`src/rtl/vdf_seq_sched_if.sv`:
```
// Bundle of request, detector and response signals between vdf_seq_sched
// and its surroundings. The scheduler side uses the slave modport.
interface vdf_seq_sched_if #(
  parameter int NREQ  = 4,
  parameter int WIDTH = 8,
  parameter int CNTW  = 4
);
  localparam int IDW = (NREQ > 1) ? $clog2(NREQ) : 1;

  logic [NREQ-1:0]       req_valid;
  logic [NREQ*WIDTH-1:0] req_data;
  logic [NREQ-1:0]       req_ready;
  logic                  det_reset;
  logic                  det_data_in;
  logic                  det_data_out;
  logic                  rsp_valid;
  logic [IDW-1:0]        rsp_id;
  logic [CNTW-1:0]       rsp_hits;
  logic                  rsp_ready;
  logic                  busy;

  modport slave (
    input  req_valid, req_data, det_data_out, rsp_ready,
    output req_ready, det_reset, det_data_in, rsp_valid, rsp_id, rsp_hits, busy
  );

  modport master (
    output req_valid, req_data, det_data_out, rsp_ready,
    input  req_ready, det_reset, det_data_in, rsp_valid, rsp_id, rsp_hits, busy
  );
endinterface

```
`src/rtl/vdf_seq_sched.sv`:
```
// Round-robin scheduler time-sharing one bit-serial sequence detector among
// NREQ requesters; each word is shifted in MSB first and its hits counted.
module vdf_seq_sched #(
  parameter int NREQ  = 4,
  parameter int WIDTH = 8,
  parameter int CNTW  = 4
) (
  input  logic clk,
  input  logic reset,
  vdf_seq_sched_if.slave bus
);
  localparam int IDW = (NREQ > 1) ? $clog2(NREQ) : 1;
  localparam int BCW = $clog2(WIDTH);

  typedef enum logic [2:0] {IDLE, CLR, SHIFT, DRAIN, RESP} state_t;

  state_t          state;
  logic [IDW-1:0]  rr_ptr, id_r, grant;
  logic            found;
  logic [WIDTH-1:0] sreg;
  logic [BCW-1:0]  bcnt;
  logic [CNTW-1:0] hits, hits_inc;

  function automatic logic [IDW-1:0] wrap(input logic [IDW-1:0] p, input int k);
    int j;
    j = int'(p) + k;
    if (j >= NREQ) j = j - NREQ;
    return IDW'(j);
  endfunction

  // Scan from the highest offset down so the nearest valid to rr_ptr wins.
  always_comb begin
    grant = '0;
    found = 1'b0;
    for (int k = NREQ - 1; k >= 0; k--) begin
      if (bus.req_valid[wrap(rr_ptr, k)]) begin
        grant = wrap(rr_ptr, k);
        found = 1'b1;
      end
    end
  end

  always_comb begin
    bus.req_ready = '0;
    if (state == IDLE && found && !reset) bus.req_ready = NREQ'(1) << grant;
  end

  assign bus.busy = (state != IDLE);
  assign hits_inc = (&hits) ? hits : hits + 1'b1;

  always_ff @(posedge clk or posedge reset) begin
    if (reset) begin
      state           <= IDLE;
      rr_ptr          <= '0;
      id_r            <= '0;
      sreg            <= '0;
      bcnt            <= '0;
      hits            <= '0;
      bus.det_reset   <= 1'b1;
      bus.det_data_in <= 1'b0;
      bus.rsp_valid   <= 1'b0;
      bus.rsp_id      <= '0;
      bus.rsp_hits    <= '0;
    end else begin
      case (state)
        IDLE: begin
          bus.det_reset <= 1'b0;
          if (found) begin
            sreg            <= bus.req_data[grant*WIDTH +: WIDTH];
            id_r            <= grant;
            rr_ptr          <= wrap(grant, 1);
            bus.det_reset   <= 1'b1;
            bus.det_data_in <= 1'b0;
            state           <= CLR;
          end
        end
        CLR: begin
          bus.det_reset   <= 1'b0;
          hits            <= '0;
          bcnt            <= '0;
          bus.det_data_in <= sreg[WIDTH-1];
          sreg            <= sreg << 1;
          state           <= SHIFT;
        end
        SHIFT: begin
          // First SHIFT sample still reflects the cleared detector; skip it.
          if (bcnt != '0 && bus.det_data_out) hits <= hits_inc;
          if (bcnt == BCW'(WIDTH - 1)) begin
            bus.det_data_in <= 1'b0;
            state           <= DRAIN;
          end else begin
            bus.det_data_in <= sreg[WIDTH-1];
            sreg            <= sreg << 1;
            bcnt            <= bcnt + 1'b1;
          end
        end
        DRAIN: begin
          bus.rsp_valid <= 1'b1;
          bus.rsp_id    <= id_r;
          bus.rsp_hits  <= bus.det_data_out ? hits_inc : hits;
          state         <= RESP;
        end
        RESP: begin
          if (bus.rsp_ready) begin
            bus.rsp_valid <= 1'b0;
            state         <= IDLE;
          end
        end
        default: state <= IDLE;
      endcase
    end
  end
endmodule

```
`src/flat_wrapper.sv`:
```
// flat-port wrapper written by rule: the top's interface ports become plain ports
module vdf_seq_sched_flat 
#(
  parameter int NREQ  = 4,
  parameter int WIDTH = 8,
  parameter int CNTW  = 4
)
  (clk, reset, bus_req_valid, bus_req_data, bus_det_data_out, bus_rsp_ready, bus_req_ready, bus_det_reset, bus_det_data_in, bus_rsp_valid, bus_rsp_id, bus_rsp_hits, bus_busy);
  vdf_seq_sched_if #(.NREQ(NREQ), .WIDTH(WIDTH), .CNTW(CNTW)) bus_i ();
  input  logic clk;
  input  logic reset;
  input wire logic [$bits(bus_i.req_valid)-1:0] bus_req_valid;
  input wire logic [$bits(bus_i.req_data)-1:0] bus_req_data;
  input wire logic [$bits(bus_i.det_data_out)-1:0] bus_det_data_out;
  input wire logic [$bits(bus_i.rsp_ready)-1:0] bus_rsp_ready;
  output wire logic [$bits(bus_i.req_ready)-1:0] bus_req_ready;
  output wire logic [$bits(bus_i.det_reset)-1:0] bus_det_reset;
  output wire logic [$bits(bus_i.det_data_in)-1:0] bus_det_data_in;
  output wire logic [$bits(bus_i.rsp_valid)-1:0] bus_rsp_valid;
  output wire logic [$bits(bus_i.rsp_id)-1:0] bus_rsp_id;
  output wire logic [$bits(bus_i.rsp_hits)-1:0] bus_rsp_hits;
  output wire logic [$bits(bus_i.busy)-1:0] bus_busy;
  assign bus_i.req_valid = bus_req_valid;
  assign bus_i.req_data = bus_req_data;
  assign bus_i.det_data_out = bus_det_data_out;
  assign bus_i.rsp_ready = bus_rsp_ready;
  assign bus_req_ready = bus_i.req_ready;
  assign bus_det_reset = bus_i.det_reset;
  assign bus_det_data_in = bus_i.det_data_in;
  assign bus_rsp_valid = bus_i.rsp_valid;
  assign bus_rsp_id = bus_i.rsp_id;
  assign bus_rsp_hits = bus_i.rsp_hits;
  assign bus_busy = bus_i.busy;
  vdf_seq_sched #(.NREQ(NREQ), .WIDTH(WIDTH), .CNTW(CNTW)) u_core (.clk(clk), .reset(reset), .bus(bus_i));
endmodule
```
`config.mk`:
```
export PLATFORM = sky130hd
export DESIGN_NAME = vdf_seq_sched_flat
export DESIGN_NICKNAME = d
export VERILOG_FILES = /design/src/rtl/vdf_seq_sched_if.sv /design/src/rtl/vdf_seq_sched.sv /design/src/flat_wrapper.sv
export SDC_FILE = /design/constraint.sdc
export NUM_CORES = 1
export LEC_CHECK = 0
export ABC_AREA = 1
export BUFFER_PORTS_ARGS = -buffer_cell sky130_fd_sc_hd__buf_2
export CORE_MARGIN = 3
export CORE_UTILIZATION = 33
export DETAILED_ROUTE_END_ITERATION = 16
export PLACE_DENSITY_LB_ADDON = 0.15
export SETUP_SLACK_MARGIN = 0.5
export SLEW_MARGIN = 30
export SYNTH_ARGS = -nofsm -noshare
export SYNTH_HDL_FRONTEND = slang
export SYNTH_SLANG_ARGS = --single-unit
```
`constraint.sdc`:
```
create_clock -name clk -period 2.5 [get_ports clk]
set_input_delay 0.125 -clock clk [delete_from_list [all_inputs] [get_ports clk]]
set_output_delay 0.125 -clock clk [all_outputs]
set_load 0.05 [all_outputs]
```
==> results.md, run 1 <==
- The total wirelength of the detailed-routed design is between 5000 and 6000 um.
- Dividing the synthesized area by the synthesized cell count gives 6.82 um^2.
- In this run, CTS created clock tree buffers numbering 5.
- The number of search-and-repair iterations in the first detailed-routing pass is 4.
- The final hold violation count is 0.
- The number of antenna violations at the first check in global routing is 0.
- Between clock sinks in the finished design, the worst skew comes to 7.56 ps.
- The most used flip-flop cell after synthesis is sky130_fd_sc_hd__dfrtp_1.
- The async set-or-reset flop fraction in the synthesized netlist is 1.00.
- The tree built by TritonCTS fans out to 31 sinks.
- The worst setup path is of the reg -> out kind.
- During placement, the flow inserted port buffers numbering 53.
- For this block, the initial DRC count from the detailed router was between 70 and 80.
- The run finished with clean final reports.
- Setup repair after global routing could not meet its margin everywhere.
- The setup slack of the most critical reg-to-reg path is 470 ps.
- The register bit total from synthesis is 31.
- On the critical path, the stage with the largest delay is an instance of sky130_fd_sc_hd__dfrtp_1.
- The die span in y is about 90 um.
- The delay contributed by the slowest stage of the critical path is around 460 ps.
- The detailed placement HPWL is between 4000 and 5000 um.
- The H-tree was split into 2 levels.
- The initial utilization of the core area, before any placement, comes to 0.344.
- Dividing the detail-routed wire length by the instance count gives 11.6 um.
- The number of different library cells used by synthesis comes to 33.
- TritonCTS built the clock tree.
- The via count of the first global-routing pass is 2009.
- The max-slew violation total from the final report is 0.
- In this run the cell area of the synthesized design comes to 0.00221 mm^2.
- The total area inside the core boundary comes to 0.00642 mm^2.
- The leakage power is about 1.6 nW.
- The power density normalized to cell area is 1580 mW/mm^2.
- The clock reaches the later pin of the worst-skew pair after 280 ps.
- The data required time at the worst endpoint is 2380 ps.
- Traced cell by cell, the critical path runs through inv_2 > nand2_1 > nand2_2 > nand2_1 > nor2_2 > nor2_4 > o21ai_2 > ha_1 > inv_1 > nor2_2 > buf_6.
- In this run the remaining antenna-violating nets after routing total 0.
- The growth of design area from synthesis to finish is 31.6%.
- For this run, the total global-route usage over all layers was measured as 0.148.
- In this run the worst path has a maximum fanout of 5.
- The critical path contains buffers and inverters numbering 3 combined.
- In the routed layout, each cell is associated on average with a via count of between 4 and 5.
- For the worst flop-to-flop path, the logic depth is 14.
- The tightest slew margin relative to the limit is 0.713.
- The worst min-delay path class is in -> async.
- The first-pass GRT wire length is around 9000 um.
- The clock tree root driver cell is sky130_fd_sc_hd__clkbuf_8.
- Across the run, the number of max-cap violations was 0.
- The sum of overflow across all layers after global routing is 0.
- The maximum clock frequency is around 0.46 GHz.
- The maximum vdd ir drop is approximately 0.55 mV.
- The maximum number of pins on one net before global-route repair is 32.
- The sum of negative setup slack is 0 ps.
- After layout, the minimum clock period comes to ~2200 ps.
- The tightest hold margin is 8.02 ps.
- After detailed routing, the number of remaining DRC violations is 0.
- The detailed router placed 2146 vias in this run.
- The floorplan has 29 rows.
- The die extent in x is 87.8 um.
- The fill cell total of the finished layout is 678.
- STA classifies the critical path startpoint as a flop.
- The cell area reported after detailed placement is 0.00257 mm^2.
- The kind of cell with the highest combined delay along the critical path is simple AND/OR/NAND/NOR gates.
- The count of synthesis-stage warnings from yosys is 0.
- Setup violations remaining at the end of the flow were counted as 0.
- The worst setup path is captured at an output port.
- The post-synthesis net count is about 370.
- The repair_antennas step left the layout with diodes totalling 0.
- The total chip power is roughly 4.6 mW.
- In this run the deepest clock path goes through 2 buffers.
- Counting every instance in the synthesized netlist gives 324.
- The critical path crosses 11 cells after its start point.
- The share of post-route cells with drive strength above 1 is 0.330.
- The count of hold buffers inserted by post-cts repair is 0.
- The congestion estimate from routability-driven global placement came to 0.831.
- At the pin with the least slew margin, the transition time is 429 ps.
- The sequential fraction of the synthesis area is 0.352.
- The register clock-pin slew on the reported worst setup and hold paths is 70 ps.
- The I/O pin count is 54.
- Yosys mapped a number of flops with a built-in enable equal to 0.
- After the last flow step, the layout net total stands at between 400 and 500.
- After routing the design area is 0.00291 mm^2.
- The die covers approximately 0.0077 mm^2.
- Dividing the final minimum period by the clock period gives 0.868.
- STA puts the critical path data arrival time at 2040 ps.
-- cells by family after synthesis --
logic type,Yosys count,share of synthesized area
flip-flops,31,0.352
adder cells (fa/ha/maj),8,0.0453
AND/OR/NAND/NOR,183,0.384
AO/OA/AOI/OAI,31,0.0838
buffers and inverters,70,0.131
XOR/XNOR,1,0.00397
-- timing repair --
item,CTS,global route
pin swaps,9,5
gates resized for setup,20,17
endpoints found under the setup margin,13,16
setup buffers,10,2
-- cells in the mapped netlist, types with 3 or more instances --
| master | count | area share |
|---|---|---|
| sky130_fd_sc_hd__a21oi_1 | 9 | 0.020 |
| sky130_fd_sc_hd__dfrtp_1 | 30 | 0.34 |
| sky130_fd_sc_hd__ha_1 | 8 | 0.045 |
| sky130_fd_sc_hd__inv_1 | 60 | 0.10 |
| sky130_fd_sc_hd__inv_2 | 3 | 0.0051 |
| sky130_fd_sc_hd__nand2_1 | 77 | 0.13 |
| sky130_fd_sc_hd__nand2_2 | 12 | 0.034 |
| sky130_fd_sc_hd__nand2_4 | 3 | 0.015 |
| sky130_fd_sc_hd__nand3_1 | 48 | 0.11 |
| sky130_fd_sc_hd__nor2_1 | 33 | 0.056 |
| sky130_fd_sc_hd__o21ai_0 | 11 | 0.025 |
| sky130_fd_sc_hd__o21ai_2 | 4 | 0.016 |
-- metrics by stage --
step                cells  utilization  setup slack [ps]
floorplan             324            -               442
global placement      454        0.401               282
detailed placement    454        0.401               227
CTS                   472        0.440               326
global route          474        0.453               212
finish                474        0.453               331
-- worst reg2reg max path: stages (launching register included) --
cell	delay, ps
sky130_fd_sc_hd__dfrtp_1	460
sky130_fd_sc_hd__inv_2	150
sky130_fd_sc_hd__nand2_1	80
sky130_fd_sc_hd__nand2_2	90
sky130_fd_sc_hd__nand2_1	70
sky130_fd_sc_hd__nor2_2	160
sky130_fd_sc_hd__nor2_4	60
sky130_fd_sc_hd__nor2_2	130
sky130_fd_sc_hd__nor2_4	60
sky130_fd_sc_hd__buf_4	130
sky130_fd_sc_hd__buf_4	120
sky130_fd_sc_hd__buf_4	120
sky130_fd_sc_hd__buf_4	120
sky130_fd_sc_hd__buf_4	120
sky130_fd_sc_hd__o21ai_2	100
-- placed cells by master (no fill, tap or decap), types with 2 or more instances in the layout --
master	instances
sky130_fd_sc_hd__inv_1	58
sky130_fd_sc_hd__nor2_1	23
sky130_fd_sc_hd__o21ai_0	11
sky130_fd_sc_hd__o21ai_2	4
sky130_fd_sc_hd__dfrtp_1	29
sky130_fd_sc_hd__nand2_1	73
sky130_fd_sc_hd__nand3_2	4
sky130_fd_sc_hd__nand3_1	45
sky130_fd_sc_hd__nand2_4	4
sky130_fd_sc_hd__buf_2	49
sky130_fd_sc_hd__o21a_1	2
sky130_fd_sc_hd__buf_6	7
sky130_fd_sc_hd__clkbuf_8	6
sky130_fd_sc_hd__nor2_4	2
sky130_fd_sc_hd__a21oi_1	9
sky130_fd_sc_hd__nor2_2	11
sky130_fd_sc_hd__buf_4	14
sky130_fd_sc_hd__ha_1	7
sky130_fd_sc_hd__nand2_2	15
sky130_fd_sc_hd__nand3_4	2
sky130_fd_sc_hd__inv_2	4
sky130_fd_sc_hd__o22ai_1	2
-- state kept, by name, indices dropped and copies added, names as in the netlist --
signal / count
u_core.bus.det_reset: 1
u_core.bus.rsp_hits: 4
u_core.hits: 4
u_core.id_r: 2
u_core.state: 3
u_core.bus.det_data_in: 1
u_core.bcnt: 3
u_core.bus.rsp_valid: 1
u_core.bus.rsp_id: 2
u_core.sreg: 8
u_core.rr_ptr: 2
-- path summary, 6_finish.rpt --
kind / start / to
max reg2reg: u_core.rr_ptr[1] / u_core.id_r[1]
min in group clk: bus_det_data_out / u_core.bus.rsp_hits[1]
max: u_core.rr_ptr[1] / bus_req_ready[3]
max in group asynchronous: reset / u_core.bus.det_reset
min reg2reg: u_core.bus.rsp_id[1] / u_core.bus.rsp_id[1]
min: reset / u_core.sreg[0]
-- layer usage --
| metal | wire length, um | vias up | track usage |
|---|---|---|---|
| li1 | - | 1149 | - |
| met1 | 2620 | 948 | 0.193 |
| met2 | 2570 | 45 | 0.245 |
| met3 | 253 | 4 | 0.0339 |
| met4 | 42 | 0 | 0.0446 |
| met5 | 0 | - | 0 |
-- power breakdown --
group	switching [mW]	total, mW	leakage, nW	internal, mW
clock	0.200	0.523	0.0612	0.323
sequential	0.152	0.893	0.385	0.740
combinational	1.98	3.17	1.20	1.19
-- final cells by class --
| cell class | count | area, um^2 | area share |
|---|---|---|---|
| Sequential cell | 31 | 778 | 0.268 |
| Inverter | 64 | 243 | 0.0835 |
| Clock inverter | 2 | 35.0 | 0.0121 |
| Tap cell | 77 | 96.3 | 0.0331 |
| Multi-Input combinational cell | 223 | 1220 | 0.421 |
| Timing Repair Buffer | 71 | 449 | 0.155 |
| Clock buffer | 6 | 82.6 | 0.0284 |
Note: power is estimated with default switching activity, not from simulation.
==> inputs of run 2 (changes only) <==
clock period = 2.4 ns   (was 2.5 ns; I/O delays follow)
==> run 2 against run 1 <==
Critical path type unchanged. Via count increased by 2.7%. Clock-buffer cell count unchanged. Utilization increased by 3.2 points. Cell area increased by 7.0%. Largest power group unchanged. Critical endpoint is now bus_req_ready[0]. Hold slack improved by 61 ps. Critical path depth increased by 1. Clock power increased by 2%. Global-route usage about the same.
==> results.md, run 2 (synthesis gave the netlist of run 1 again) <==
- The die extent in x is 87.8 um (unchanged).
- The flow ran to the end, and the final reports show no timing, DRC or antenna violations.
- The arrival time reported for the critical path endpoint is 2050 ps (about the same).
- The flip-flop count of the largest register, all copies and words added is 8 (unchanged).
- The detailed placement HPWL is 3910 um (-3.4%).
- The register clock-pin slew on the reported worst setup and hold paths is 70 ps (about the same).
- The final hold violation count is 0 (unchanged).
- The total buffers and inverters traversed by the critical path is 3 (unchanged).
- The sum of overflow across all layers after global routing was 0 (unchanged).
- The final RePlAce weighted congestion is 0.783 (-5.8%).
- The CTS buffer count is 5 (unchanged).
- The element type at the critical path start is a flop.
- The leakage power is 1.72 nW (+4.0%).
- The max-slew violation total from the final report was 0 (unchanged).
- The insertion delay of the later-clocked pin in the worst-skew pair came to 280 ps (about the same).
- The via count of the first global-routing pass was 2111 (+5.1%).
- The quantity of I/O buffers inserted on ports is 53 (unchanged).
- The number of antenna violations at the first check in global routing is 0 (unchanged).
- The total track usage is 0.149 (+0.000311).
- The worst min-delay path class is in -> async.
- Setup repair after global routing could not meet its margin everywhere.
- The shortest period the worst path allows is 2170 ps.
- The power density normalized to cell area is 1680 mW/mm^2 (+6.2%).
- The worst-case clock skew came to 5.58 ps (-1.98 ps).
- The final routed wire length divided by cell count was 11.3 um (-2.1%).
- In the final layout, the registers with the most flip-flops are u_core.sreg x8, u_core.bus.rsp_hits x4, u_core.hits x4.
- The kind of cell with the highest combined delay along the critical path is simple AND/OR/NAND/NOR gates.
- The die outline area is 0.00771 mm^2 (unchanged).
- TritonCTS built the clock tree.
- The total setup violations reported at the end of the flow is 0 (unchanged).
- The sort of element at the end of the critical path is an output port.
- The cell count after placement was 454 (unchanged).
- The total wirelength of the detailed-routed design is 5450 um (-0.69%).
- The share of post-route cells with drive strength above 1 is 0.374 (+0.0438).
- The maximum vdd ir drop is 0.547 mV (about the same).
- The slew at the pin with the worst max-slew slack was 402 ps (-27.2 ps).
- The number of H-tree levels came to 2 (unchanged).
- The starting utilization of the core area is 0.344 (unchanged).
- The data required time at the worst endpoint came to 2280 ps (-100 ps).
- The tightest slew margin relative to the limit is 0.732 (+0.0181).
- The placeable core region came to 0.00642 mm^2 (unchanged).
- The die span in y is 87.8 um (unchanged).
- The clock tree root driver cell is sky130_fd_sc_hd__clkbuf_8.
- The largest fanout on the critical path is 6 (+1).
- The remaining design rule violation count was 0 (unchanged).
- The detailed router's first-iteration violation count is 71 (-4.1%).
- The worst setup slack after layout is 229 ps (-102 ps).
- The total inserted antenna cells was 0 (unchanged).
- Walking the worst path, the cells encountered are buf_6 > nand2_1 > nand2_2 > nand2_4 > nand3_4 > nor2_4 > nor2_4 > nor2_4 > ha_4 > inv_2 > nor2_4 > buf_6.
- The number of sinks driven by the clock tree is 31 (unchanged).
- The slowest stage cell on the critical path is sky130_fd_sc_hd__dfrtp_2.
- Static timing analysis puts the maximum clock frequency at 0.461 GHz.
- Leaving out fill and tap cells, the most frequent cell in the layout is sky130_fd_sc_hd__nand2_1.
- The first-pass GRT wire length is 9180 um (+1.6%).
- The setup slack after placement came to 166 ps (-60.8 ps).
- The number of search-and-repair iterations in the first detailed-routing pass is 4 (unchanged).
- The net count reported at finish was 451 (+1.6%).
- The top cell types in the final layout, fill and taps aside, are sky130_fd_sc_hd__nand2_1 (69), sky130_fd_sc_hd__inv_1 (53), sky130_fd_sc_hd__buf_2 (49), sky130_fd_sc_hd__nand3_1 (45), sky130_fd_sc_hd__dfrtp_1 (28).
- Dividing the final minimum period by the clock period gives 0.905.
- The remaining antenna violation count after routing is 0 (unchanged).
- The maximum number of pins on one net before global-route repair is 32 (unchanged).
- The largest register by flop count is u_core.sreg.
- The I/O pin count is 54 (unchanged).
- The growth of design area from synthesis to finish is 40.8%.
- The cell seen most often among critical-path stages is sky130_fd_sc_hd__nor2_4.
- The deepest clock path buffer count is 2 (unchanged).
- The total chip power is 5.22 mW (+14%).
- The via count of the routed design was 2203 (+2.7%).
- The sum of negative setup slack is 0 ps (unchanged).
- The delay contributed by the slowest stage of the critical path was 450 ps (about the same).
- The number of non-filler instances in the completed layout was 481 (+1.5%).
- The cell row count was 29 (unchanged).
- The type of the worst setup path is reg -> out.
- The via density per instance was 4.58 (+1.2%).
- The max-capacitance violation count is 0 (unchanged).
## run 2: cell types whose count changed in the layout (fill, tap and decap cells not counted), sizes merged
cell / before / now
buf: 71 / 78
## run 2: worst reg2reg max path: stages, from the launching register on
cell                      delay [ps]
sky130_fd_sc_hd__dfrtp_2         450
sky130_fd_sc_hd__buf_6           130
sky130_fd_sc_hd__o21ai_4         180
sky130_fd_sc_hd__nand2_2         100
sky130_fd_sc_hd__nor2_4          110
sky130_fd_sc_hd__nor2_4           60
sky130_fd_sc_hd__nor2_4          100
sky130_fd_sc_hd__nor2_4           60
sky130_fd_sc_hd__buf_4           130
sky130_fd_sc_hd__buf_6           100
sky130_fd_sc_hd__buf_4           120
sky130_fd_sc_hd__buf_4           120
sky130_fd_sc_hd__buf_4           120
sky130_fd_sc_hd__buf_4           120
sky130_fd_sc_hd__o21ai_2         120
## run 2: final cells by class
cell class                      instances  area [um^2]
Timing Repair Buffer                   78          500
Fill cell                             648         3310
Inverter                               64          245
Clock buffer                            6         82.6
Sequential cell                        31          779
Clock inverter                          2         35.0
Multi-Input combinational cell        223         1370
Tap cell                               77         96.3
## run 2: where the power goes
group / internal [mW] / leakage [nW] / switching [mW]
clock: 0.336 / 0.0612 / 0.198
sequential: 0.773 / 0.383 / 0.155
combinational: 1.46 / 1.27 / 2.30
## run 2: timing repair
| action | CTS | global route |
|---|---|---|
| pin swaps | 8 | 21 |
| resized for setup | 29 | 38 |
| hold buffers | 0 | 0 |
| endpoints found under the setup margin | 13 | 17 |
| setup buffers | 15 | 4 |
## run 2: per-layer routing
metal	global-route usage	vias to the layer above	share of wire
met5	0	-	0
met4	0.0460	0	0.015
met3	0.0301	9	0.044
met2	0.243	52	0.48
met1	0.198	978	0.46
li1	-	1164	-
## run 2: worst paths after layout
kind                                       from                endpoint  slack [ps]  cells after the start
max in group asynchronous                 reset    u_core.bus.det_reset        2010                      3
hold reg to reg            u_core.bus.rsp_id[1]    u_core.bus.rsp_id[1]         460                      2
min in group clk               bus_det_data_out  u_core.bus.rsp_hits[2]         110                      3
setup reg to reg               u_core.rr_ptr[0]          u_core.id_r[1]         310                     14
setup / recovery               u_core.rr_ptr[0]        bus_req_ready[0]         230                     12
hold / removal                            reset          u_core.hits[1]          70                      3
## run 2: metrics by stage
step	cell area (um^2)	hold WS (ps)	util
3_3_place_gp	2600	367	0.405
3_5_place_dp	2600	361	0.405
4_1_cts	2940	88.5	0.457
2_1_floorplan	2250	239	-
5_1_grt	3110	109	0.484
6_report	3110	69.0	0.484
